--- config.mk ---
export PLATFORM = sky130hd
export DESIGN_NAME = rom_download_ctrl
export DESIGN_NICKNAME = d
export VERILOG_FILES = /design/src/rtl/rom_dl_pkg.sv /design/src/rtl/rom_download_ctrl.sv
export SDC_FILE = /design/constraint.sdc
export NUM_CORES = 1
export LEC_CHECK = 0
export ABC_AREA = 1
export BUFFER_PORTS_ARGS = -buffer_cell sky130_fd_sc_hd__buf_2
export CAP_MARGIN = 20
export CORE_UTILIZATION = 47
export DETAILED_ROUTE_END_ITERATION = 10
export PLACE_DENSITY = 0.8
export SLEW_MARGIN = 25
export SYNTH_ARGS = -nofsm -noshare
export SYNTH_HDL_FRONTEND = slang
export SYNTH_SLANG_ARGS = --single-unit
--- constraint.sdc ---
create_clock -name clk_sys -period 1.9 [get_ports clk_sys]
set_clock_uncertainty 0.2 [all_clocks]
set_input_delay 0.19 -clock clk_sys [delete_from_list [all_inputs] [get_ports clk_sys]]
set_output_delay 0.19 -clock clk_sys [all_outputs]
set_load 0.01 [all_outputs]
--- src/rtl/rom_dl_pkg.sv ---
// rtl/rom_dl_pkg.sv - shared types and sizing helpers for the ROM download controller
package rom_dl_pkg;

   typedef enum logic [1:0] {
      IDLE  = 2'd0,
      LOAD  = 2'd1,
      HOLD  = 2'd2,
      READY = 2'd3
   } dl_state_t;

   localparam int POST_HOLD_DEF = 16;
   localparam int HOLD_W        = $clog2(POST_HOLD_DEF + 1);

   // Hold counter width for an arbitrary POST_HOLD value.
   function automatic int calc_hold_w(input int post_hold);
      return $clog2(post_hold + 1);
   endfunction

endpackage

--- src/rtl/rom_download_ctrl.sv ---
// rtl/rom_download_ctrl.sv - filters the hps_io ROM download stream, drives the core ROM-load port and core reset
module rom_download_ctrl
   import rom_dl_pkg::*;
#(
   parameter logic [15:0] ROM_INDEX      = 16'd0,
   parameter int          ADDR_W         = 18,
   parameter int          EXPECTED_BYTES = 0,
   parameter int          POST_HOLD      = 16
) (
   input  logic              clk_sys,
   input  logic              reset_n,
   input  logic              ioctl_download,
   input  logic              ioctl_wr,
   input  logic [24:0]       ioctl_addr,
   input  logic [7:0]        ioctl_dout,
   input  logic [15:0]       ioctl_index,
   output logic [ADDR_W-1:0] dn_addr,
   output logic [7:0]        dn_data,
   output logic              dn_wr,
   output logic              core_reset,
   output logic              load_done,
   output logic              load_err,
   output logic [ADDR_W:0]   byte_count,
   output logic [7:0]        checksum
);

   localparam int               CNT_W     = calc_hold_w(POST_HOLD);
   localparam logic [CNT_W-1:0] HOLD_INIT = CNT_W'(POST_HOLD - 1);
   localparam logic [ADDR_W:0]  EXP_CNT   = (ADDR_W + 1)'(EXPECTED_BYTES);
   localparam logic [ADDR_W:0]  CNT_MAX   = '1;

   dl_state_t         r_state;
   dl_state_t         w_state_nx;
   logic              r_dl_sel_q;
   logic [CNT_W-1:0]  r_hold_cnt;
   logic [ADDR_W-1:0] r_dn_addr;
   logic [7:0]        r_dn_data;
   logic              r_dn_wr;
   logic              r_core_reset;
   logic              r_load_done;
   logic              r_load_err;
   logic [ADDR_W:0]   r_byte_count;
   logic [7:0]        r_checksum;

   logic w_dl_sel;
   logic w_dl_rise;
   logic w_in_range;
   logic w_seq_ok;
   logic w_clear;
   logic w_accept;
   logic w_hold_load;
   logic w_hold_dec;
   logic w_finish;

   assign w_dl_sel   = ioctl_download && (ioctl_index == ROM_INDEX);
   assign w_dl_rise  = w_dl_sel && !r_dl_sel_q;
   assign w_in_range = (ioctl_addr[24:ADDR_W] == '0);
   // A saturated count can never match an in-range address, so its top bit forces non-sequential.
   assign w_seq_ok   = !r_byte_count[ADDR_W] &&
                       (ioctl_addr[ADDR_W-1:0] == r_byte_count[ADDR_W-1:0]);

   always_ff @(posedge clk_sys or negedge reset_n) begin
      if (!reset_n) begin
         r_state <= IDLE;
      end else begin
         r_state <= w_state_nx;
      end
   end

   always_comb begin
      w_state_nx  = r_state;
      w_clear     = 1'b0;
      w_accept    = 1'b0;
      w_hold_load = 1'b0;
      w_hold_dec  = 1'b0;
      w_finish    = 1'b0;
      case (r_state)
         IDLE: begin
            if (w_dl_sel) begin
               w_state_nx = LOAD;
               w_clear    = 1'b1;
            end
         end
         LOAD: begin
            w_accept = ioctl_wr;
            if (!w_dl_sel) begin
               w_state_nx  = HOLD;
               w_hold_load = 1'b1;
            end
         end
         HOLD: begin
            if (w_dl_sel) begin
               w_state_nx = LOAD;
               w_clear    = 1'b1;
            end else if (r_hold_cnt == '0) begin
               w_state_nx = READY;
               w_finish   = 1'b1;
            end else begin
               w_hold_dec = 1'b1;
            end
         end
         READY: begin
            if (w_dl_rise) begin
               w_state_nx = LOAD;
               w_clear    = 1'b1;
            end
         end
         default: w_state_nx = IDLE;
      endcase
   end

   always_ff @(posedge clk_sys or negedge reset_n) begin
      if (!reset_n) begin
         r_dl_sel_q   <= 1'b0;
         r_hold_cnt   <= '0;
         r_dn_addr    <= '0;
         r_dn_data    <= '0;
         r_dn_wr      <= 1'b0;
         r_core_reset <= 1'b1;
         r_load_done  <= 1'b0;
         r_load_err   <= 1'b0;
         r_byte_count <= '0;
         r_checksum   <= '0;
      end else begin
         r_dl_sel_q   <= w_dl_sel;
         r_dn_wr      <= 1'b0;
         r_core_reset <= (w_state_nx != READY);

         if (w_clear) begin
            r_byte_count <= '0;
            r_checksum   <= '0;
            r_load_err   <= 1'b0;
            r_load_done  <= 1'b0;
         end

         if (w_accept) begin
            if (w_in_range) begin
               r_dn_addr  <= ioctl_addr[ADDR_W-1:0];
               r_dn_data  <= ioctl_dout;
               r_dn_wr    <= 1'b1;
               r_checksum <= r_checksum + ioctl_dout;
               if (r_byte_count != CNT_MAX) begin
                  r_byte_count <= r_byte_count + (ADDR_W + 1)'(1);
               end
               if (!w_seq_ok) begin
                  r_load_err <= 1'b1;
               end
            end else begin
               r_load_err <= 1'b1;
            end
         end

         if (w_hold_load) begin
            r_hold_cnt <= HOLD_INIT;
         end else if (w_hold_dec) begin
            r_hold_cnt <= r_hold_cnt - CNT_W'(1);
         end

         if (w_finish) begin
            r_load_done <= 1'b1;
            if ((EXPECTED_BYTES != 0) && (r_byte_count != EXP_CNT)) begin
               r_load_err <= 1'b1;
            end
         end
      end
   end

   assign dn_addr    = r_dn_addr;
   assign dn_data    = r_dn_data;
   assign dn_wr      = r_dn_wr;
   assign core_reset = r_core_reset;
   assign load_done  = r_load_done;
   assign load_err   = r_load_err;
   assign byte_count = r_byte_count;
   assign checksum   = r_checksum;

endmodule

==> reports/metrics.yaml, run 1 <==
run_status:
  status: "finished with violations"
  failed_checks: "setup timing"
logic_synthesis:
  syn_nets: 592
  synth-seq-cells: 65
  synth_seq_area_share_pct: 42.3
  syn_area_per_cell_um2: 7.28
  yosys_warnings: 0
  netlist_area_um2: 3840
  async_flop_share_pct: 100
  netlist-cell-type-count: 37
  synth_edf_count: 0
  syn_inst: 528
  synthFlopType: "dfrtp_1"
worst_setup_path:
  critPathKind: "flop to flop"
  arrival_ns: 1.96
  critPathRequiredTime_ns: 1.93
  critPathLaunchType: "flop"
  cp_max_fo: 7
  critPathCaptureType: "flop"
timing:
  finalSetupTns_ns: -0.0319
  rsz0062_at_grt: "yes"
  setup_viol: 3
  tightest_slew_ns: 0.592
  finalCriticalPeriod_ns: 1.93
  setup_ws_ns: -0.0251
  timing.fmax_mhz: 519
  maxSlewHeadroom_pct: 60.4
  finalCritPeriodShare_pct: 101
  hold_viol_final: 0
  drv_slew: 0
drt:
  drtIter0Drc: 355
  vias: 4179
  ant_nets: 0
  drcViolationCount: 0
  wl_per_cell_um: 14.4
  wl_um: 11600
  vias_per_cell: 5.18
  dr.pass1.iters: 5
run:
  drv_cap: 0
die:
  core_area_um2: 7810
  dieArea_um2: 8550
  initial_core_util_pct: 49.2
  fp.dieW_um: 92.4
  ios: 110
  chipHeight_um: 92.4
  row_count: 32
final_layout:
  area_growth_pct: 37.9
  fin_nets: 763
  final_cell_area_um2: 5300
  antenna_cells: 0
  drive_above_1_share_pct: 27.7
global_route:
  grt_pass1_wl_um: 18300
  grt_max_degree: 66
  antenna_found_initial: 0
  grt_usage_pct: 27.4
  grt_overflow: 0
  grt_pass1_vias: 4004
pwr:
  max-vdd-ir-drop_v: 0.000481
  switching_power_uw: 725
  power_density_nw_per_um2: 578
  leakage_nw: 3.06
  comb_power_share_pct: 9.4
  p_total_mw: 3.06
  swShare_pct: 23.7
  intPower_mw: 2.34
  p_seq_share_pct: 45.9
  p_clk_share_pct: 44.6
cts:
  cts_max_path_buffers: 2
  cts.clk_slew.worst_paths_ns: 0.07
  cts_buffers: 9
  clk_latency_ns: 0.34
  htreeDepth: 3
  cts_root_buf: "clkbuf_8"
  clock-sinks: 65
  cts_tree: "built"
placement:
  gp_congestion: 0.919
  port_buffers: 109
  placed_area_um2: 4700
  hpwlAfterDp_um: 7920
worst_hold_path:
  hold_class: "input port to flop"
worst max-delay path, cell delays in order, from the launching register on:
cell	delay (ns)
dfrtp_1	0.51
nand2_1	0.11
nor2_1	0.20
nand4_2	0.19
nor2_4	0.19
buf_6	0.15
nor2_8	0.04
nand2_1	0.06
nand2_1	0.05
nand2_1	0.06
inv_1	0.05
power groups by stage:
| stage | registers (mW) | clock network [mW] | logic [mW] |
|---|---|---|---|
| finish | 1.41 | 1.37 | 0.289 |
| global route | 1.41 | 1.46 | 0.323 |
| CTS | 1.41 | 1.39 | 0.284 |
| detailed placement | 1.43 | 0 | 0.240 |
| global placement | 1.43 | 0 | 0.228 |
| floorplan | 1.43 | 0 | 0.109 |
cell usage in the layout (no fill, tap or decap), types with 2 or more instances in the layout:
| cell type | n |
|---|---|
| nand2_1 | 192 |
| buf_2 | 109 |
| inv_1 | 68 |
| dfrtp_1 | 63 |
| nor2_1 | 52 |
| buf_4 | 28 |
| nand3_1 | 27 |
| o21ai_0 | 27 |
| dlygate4sd3_1 | 26 |
| clkbuf_8 | 11 |
| nor2_4 | 9 |
| nand4_1 | 8 |
| nand3_2 | 8 |
| xnor2_1 | 8 |
| ha_1 | 8 |
| o22ai_1 | 7 |
| nand2_2 | 5 |
| nor3_1 | 5 |
| a21oi_1 | 4 |
| xor2_1 | 4 |
| nor2_2 | 2 |
| nand4_2 | 2 |
| nor2_8 | 2 |
| nand3b_1 | 2 |
| o211ai_1 | 2 |
| ha_2 | 2 |
| bufinv_16 | 2 |
| clkinv_2 | 2 |
| buf_12 | 2 |
cells in the mapped netlist, types with 7 or more instances:
library cell / instances / share of area, %
dfrtp_1: 64 / 42
ha_1: 10 / 3.3
inv_1: 68 / 6.6
nand2_1: 196 / 19
nand3_1: 28 / 3.6
nand3_2: 7 / 1.8
nand4_1: 8 / 1.3
nor2_1: 53 / 5.2
o21ai_0: 28 / 3.6
o22ai_1: 7 / 1.1
xnor2_1: 8 / 1.8
flip-flops by register name, summed over array words and instances (netlist names):
register,cells
dn_addr,18
byte_count,19
core_reset,1
load_done,1
r_state,2
r_dl_sel_q,1
r_hold_cnt,5
checksum,8
load_err,1
dn_data,8
dn_wr,1
cell families (layout without fill, tap and decap cells):
kind of cell	Yosys count	count (layout)	share of synthesized area [%]
AOI/OAI and AO/OA	45	45	6.31
and+or+nand+nor	316	319	36.8
DFF	65	65	42.3
buffers and inverters	79	252	8.04
adders and majority gates	11	11	3.77
xor gates and xnor gates	12	12	2.73
layout make-up:
class	count	area [um^2]
Multi-Input combinational cell	387	1990
Inverter	70	265
Clock buffer	11	151
Sequential cell	65	1630
Tap cell	102	128
Fill cell	631	2500
Clock inverter	5	77.6
Timing Repair Buffer	166	1070
path summary, 6_finish.rpt:
kind / startpoint / to / slack (ns) / depth (start not counted)
max in group asynchronous: reset_n / core_reset$_DFF_PN1_ / 0.97 / 3
hold / removal: ioctl_dout[1] / dn_data[1]$_DFFE_PN0P_ / 0.02 / 3
min in group asynchronous: reset_n / checksum[4]$_DFF_PN0_ / 0.17 / 3
setup / recovery: byte_count[9]$_DFF_PN0_ / byte_count[4]$_DFF_PN0_ / -0.03 / 10
setup reg to reg: byte_count[9]$_DFF_PN0_ / byte_count[4]$_DFF_PN0_ / -0.03 / 10
hold reg to reg: dn_data[3]$_DFFE_PN0P_ / dn_data[3]$_DFFE_PN0P_ / 0.27 / 2
metrics by stage:
stage	worst slack, ns	instances	hold slack [ns]	utilization, %
finish	-0.0251	806	0.0228	67.9
detailed placement	-0.0156	758	0.0395	60.2
floorplan	0.0681	528	-0.306	-
global route	-0.145	806	0.00839	67.9
CTS	0.00987	800	0.00305	66.5
global placement	0.0418	758	0.0342	60.2
routing by layer:
layer	routed length, um	global-route usage, %	part of all wire (%)
met4	263	11.1	2.3
met1	4910	35.1	42
met5	0	0	0
met2	5540	45.7	48
met3	861	4.84	7.4
timing repair:
action / CTS / global route
hold buffers: 26 / 0
buffers inserted: 0 / 3
resized for setup: 1 / 14
endpoints found under the setup margin: 1 / 13
endpoints found under the hold margin: 90 / 0
cloned: 0 / 3
pin swaps: 0 / 2
Note: power is estimated with default switching activity, not from simulation.
==> inputs of run 2 (changes only) <==
--- a/config.mk
+++ b/config.mk
@@ -10,8 +10,10 @@
 export CAP_MARGIN = 20
 export CORE_UTILIZATION = 47
 export DETAILED_ROUTE_END_ITERATION = 10
+export GPL_TIMING_DRIVEN = 0
 export PLACE_DENSITY = 0.8
 export SLEW_MARGIN = 25
 export SYNTH_ARGS = -nofsm -noshare
 export SYNTH_HDL_FRONTEND = slang
 export SYNTH_SLANG_ARGS = --single-unit
+export TNS_END_PERCENT = 50
==> run 2 against run 1 <==
- the flow now finishes without violations
- register-to-register slack improved by 0.06 ns
- sequential share of layout area is essentially flat
- clock power shrank 7%
- largest cell class unchanged
- highest routed layer unchanged
==> reports/metrics.yaml, run 2 (synthesis results as in run 1) <==
worst_setup_path:
  critPathRequiredTime_ns: 1.95  # +0.02 ns
  ff2ff_path_depth: 10  # unchanged
  rr_endpoint: "byte_count[17]$_DFF_PN0_"
  critPathKind: "input port to flop"
  critPathLaunchType: "input port"
  arrival_ns: 1.94  # -0.02 ns
  critPathCaptureType: "flop"
  r2r-start: "byte_count[1]$_DFF_PN0_"
  crit_end: "checksum[7]$_DFF_PN0_"
  r2r_slack_ns: 0.03  # +0.06 ns
  crit_start: "ioctl_dout[4]"
  cp_max_fo: 5  # -2
drt:
  ant_nets: 0  # unchanged
  wl_um: 12100  # +4.7%
  drtIter0Drc: 384  # +8.2%
  dr.pass1.iters: 5  # unchanged
  vias: 4248  # +1.7%
  drcViolationCount: 0  # unchanged
  wl_per_cell_um: 15.1  # +5.1%
  vias_per_cell: 5.29  # +2.0%
final_layout:
  final_cell_mix: "nand2_1, buf_2, inv_1, nor2_1, dfrtp_1"
  antenna_cells: 0  # unchanged
  fin_nets: 760  # -0.39%
  layout_commonest_cell: "nand2_1"
  largest_reg_flops: 19  # unchanged
  area_growth_pct: 39.4
  drive_above_1_share_pct: 29.8  # +2.1 points
  final_util_pct: 68.7  # +0.74 points
global_route:
  grt_usage_pct: 28.1  # +0.71 points
  antenna_found_initial: 0  # unchanged
  grt_pass1_wl_um: 18700  # +2.3%
  grt_pass1_vias: 4010  # +0.15%
  grt_overflow: 0  # unchanged
  grt_max_degree: 35  # -47%
pwr:
  power_density_nw_per_um2: 557  # -3.6%
  max-vdd-ir-drop_v: 0.000351  # -27%
  leakage_nw: 3.04  # -0.49%
  p_total_mw: 2.99  # -2.6%
timing:
  finalCritPeriodShare_pct: 99.1  # -2.2 points
  setup_viol: 0  # -3
  finalCriticalPeriod_ns: 1.88  # -0.0426 ns
  rsz0062_at_grt: "yes"
  whs_ns: 0.0194  # -0.00340 ns
  maxSlewHeadroom_pct: 65.7  # +5.3 points
  finalSetupTns_ns: 0  # +0.0319 ns
  drv_slew: 0  # unchanged
  tightest_slew_ns: 0.513  # -0.0792 ns
  hold_viol_final: 0  # unchanged
  timing.fmax_mhz: 531  # +2.3%
cts:
  clock-sinks: 65  # unchanged
  cts_max_path_buffers: 2  # unchanged
  cts_tree: "built"
  cts.clk_slew.worst_paths_ns: 0.08  # about the same
  cts_root_buf: "clkbuf_8"
  cts_buffers: 9  # unchanged
  htreeDepth: 3  # unchanged
  clk_latency_ns: 0.35  # about the same
run_status:
  status: "complete, no violations"
placement:
  port_buffers: 109  # unchanged
  gp_congestion: 0.928  # +0.89%
  hpwlAfterDp_um: 8000  # +0.96%
die:
  ios: 110  # unchanged
  dieArea_um2: 8550  # unchanged
  core_area_um2: 7810  # unchanged
  fp.dieW_um: 92.4  # unchanged
  initial_core_util_pct: 49.2  # unchanged
  row_count: 32  # unchanged
  chipHeight_um: 92.4  # unchanged
worst_hold_path:
  hold_class: "input port to flop"
run:
  drv_cap: 0  # unchanged
[run 2: worst min-delay path by stage]
| stage | from | to | slack, ns | depth (start not counted) |
|---|---|---|---|---|
| 2_1_floorplan | reset_n | byte_count[0]$_DFF_PN0_ | -0.31 | 0 |
| 3_3_place_gp | ioctl_dout[4] | dn_data[4]$_DFFE_PN0P_ | 0.21 | 3 |
| 3_5_place_dp | reset_n | dn_data[4]$_DFFE_PN0P_ | -0.04 | 1 |
| 4_1_cts | ioctl_addr[11] | dn_addr[11]$_DFFE_PN0P_ | 0.01 | 3 |
| 5_1_grt | ioctl_addr[11] | dn_addr[11]$_DFFE_PN0P_ | 0.009 | 3 |
| 6_report | ioctl_addr[11] | dn_addr[11]$_DFFE_PN0P_ | 0.02 | 3 |
[run 2: area by class of cell]
type	count	area (um^2)
inverter	70	265
timing repair buffer	155	991
sequential	65	1650
clock buffer	11	151
clock inverter	5	61.3
tap	102	128
buffer	9	50.0
multi-input combinational	386	2070
fill	611	2450
[run 2: what timing repair did]
| action | CTS | global route |
|---|---|---|
| hold buffers | 27 | 0 |
| gates cloned | 2 | 1 |
| buffers inserted | 4 | 13 |
| endpoints found under the setup margin | 21 | 42 |
| endpoints found under the hold margin | 90 | 0 |
| resized for setup | 18 | 31 |
| pin swaps | 2 | 14 |
[run 2: layer usage]
metal	GRT usage [%]	routed length, um
met4	9.51	276
met3	6.98	1010
met1	35.3	4910
met5	0	0
met2	47.0	5930
[run 2: report_power, final]
part | switching [mW] | total, mW | internal [mW]
Sequential | 0.0107 | 1.41 | 1.40
Clock | 0.595 | 1.28 | 0.687
Combinational | 0.157 | 0.296 | 0.139
Total | 0.763 | 2.99 | 2.22
[run 2: per-stage QoR]
stage               area (um^2)  std cells  setup slack [ns]
floorplan                  3840        528            0.0681
global placement           4520        739            -0.174
detailed placement         4540        740            -0.184
CTS                        5120        789           0.00250
global route               5360        803           -0.0495
finish                     5360        803            0.0175
[run 2: critical path, stage by stage]
cell	delay (ns)
dlygate4sd3_1	0.55
buf_2	0.14
ha_1	0.36
nand2_1	0.11
inv_1	0.10
nand4_1	0.18
nand2_1	0.14
nand2_1	0.06
nand3_1	0.06
nand2_1	0.05
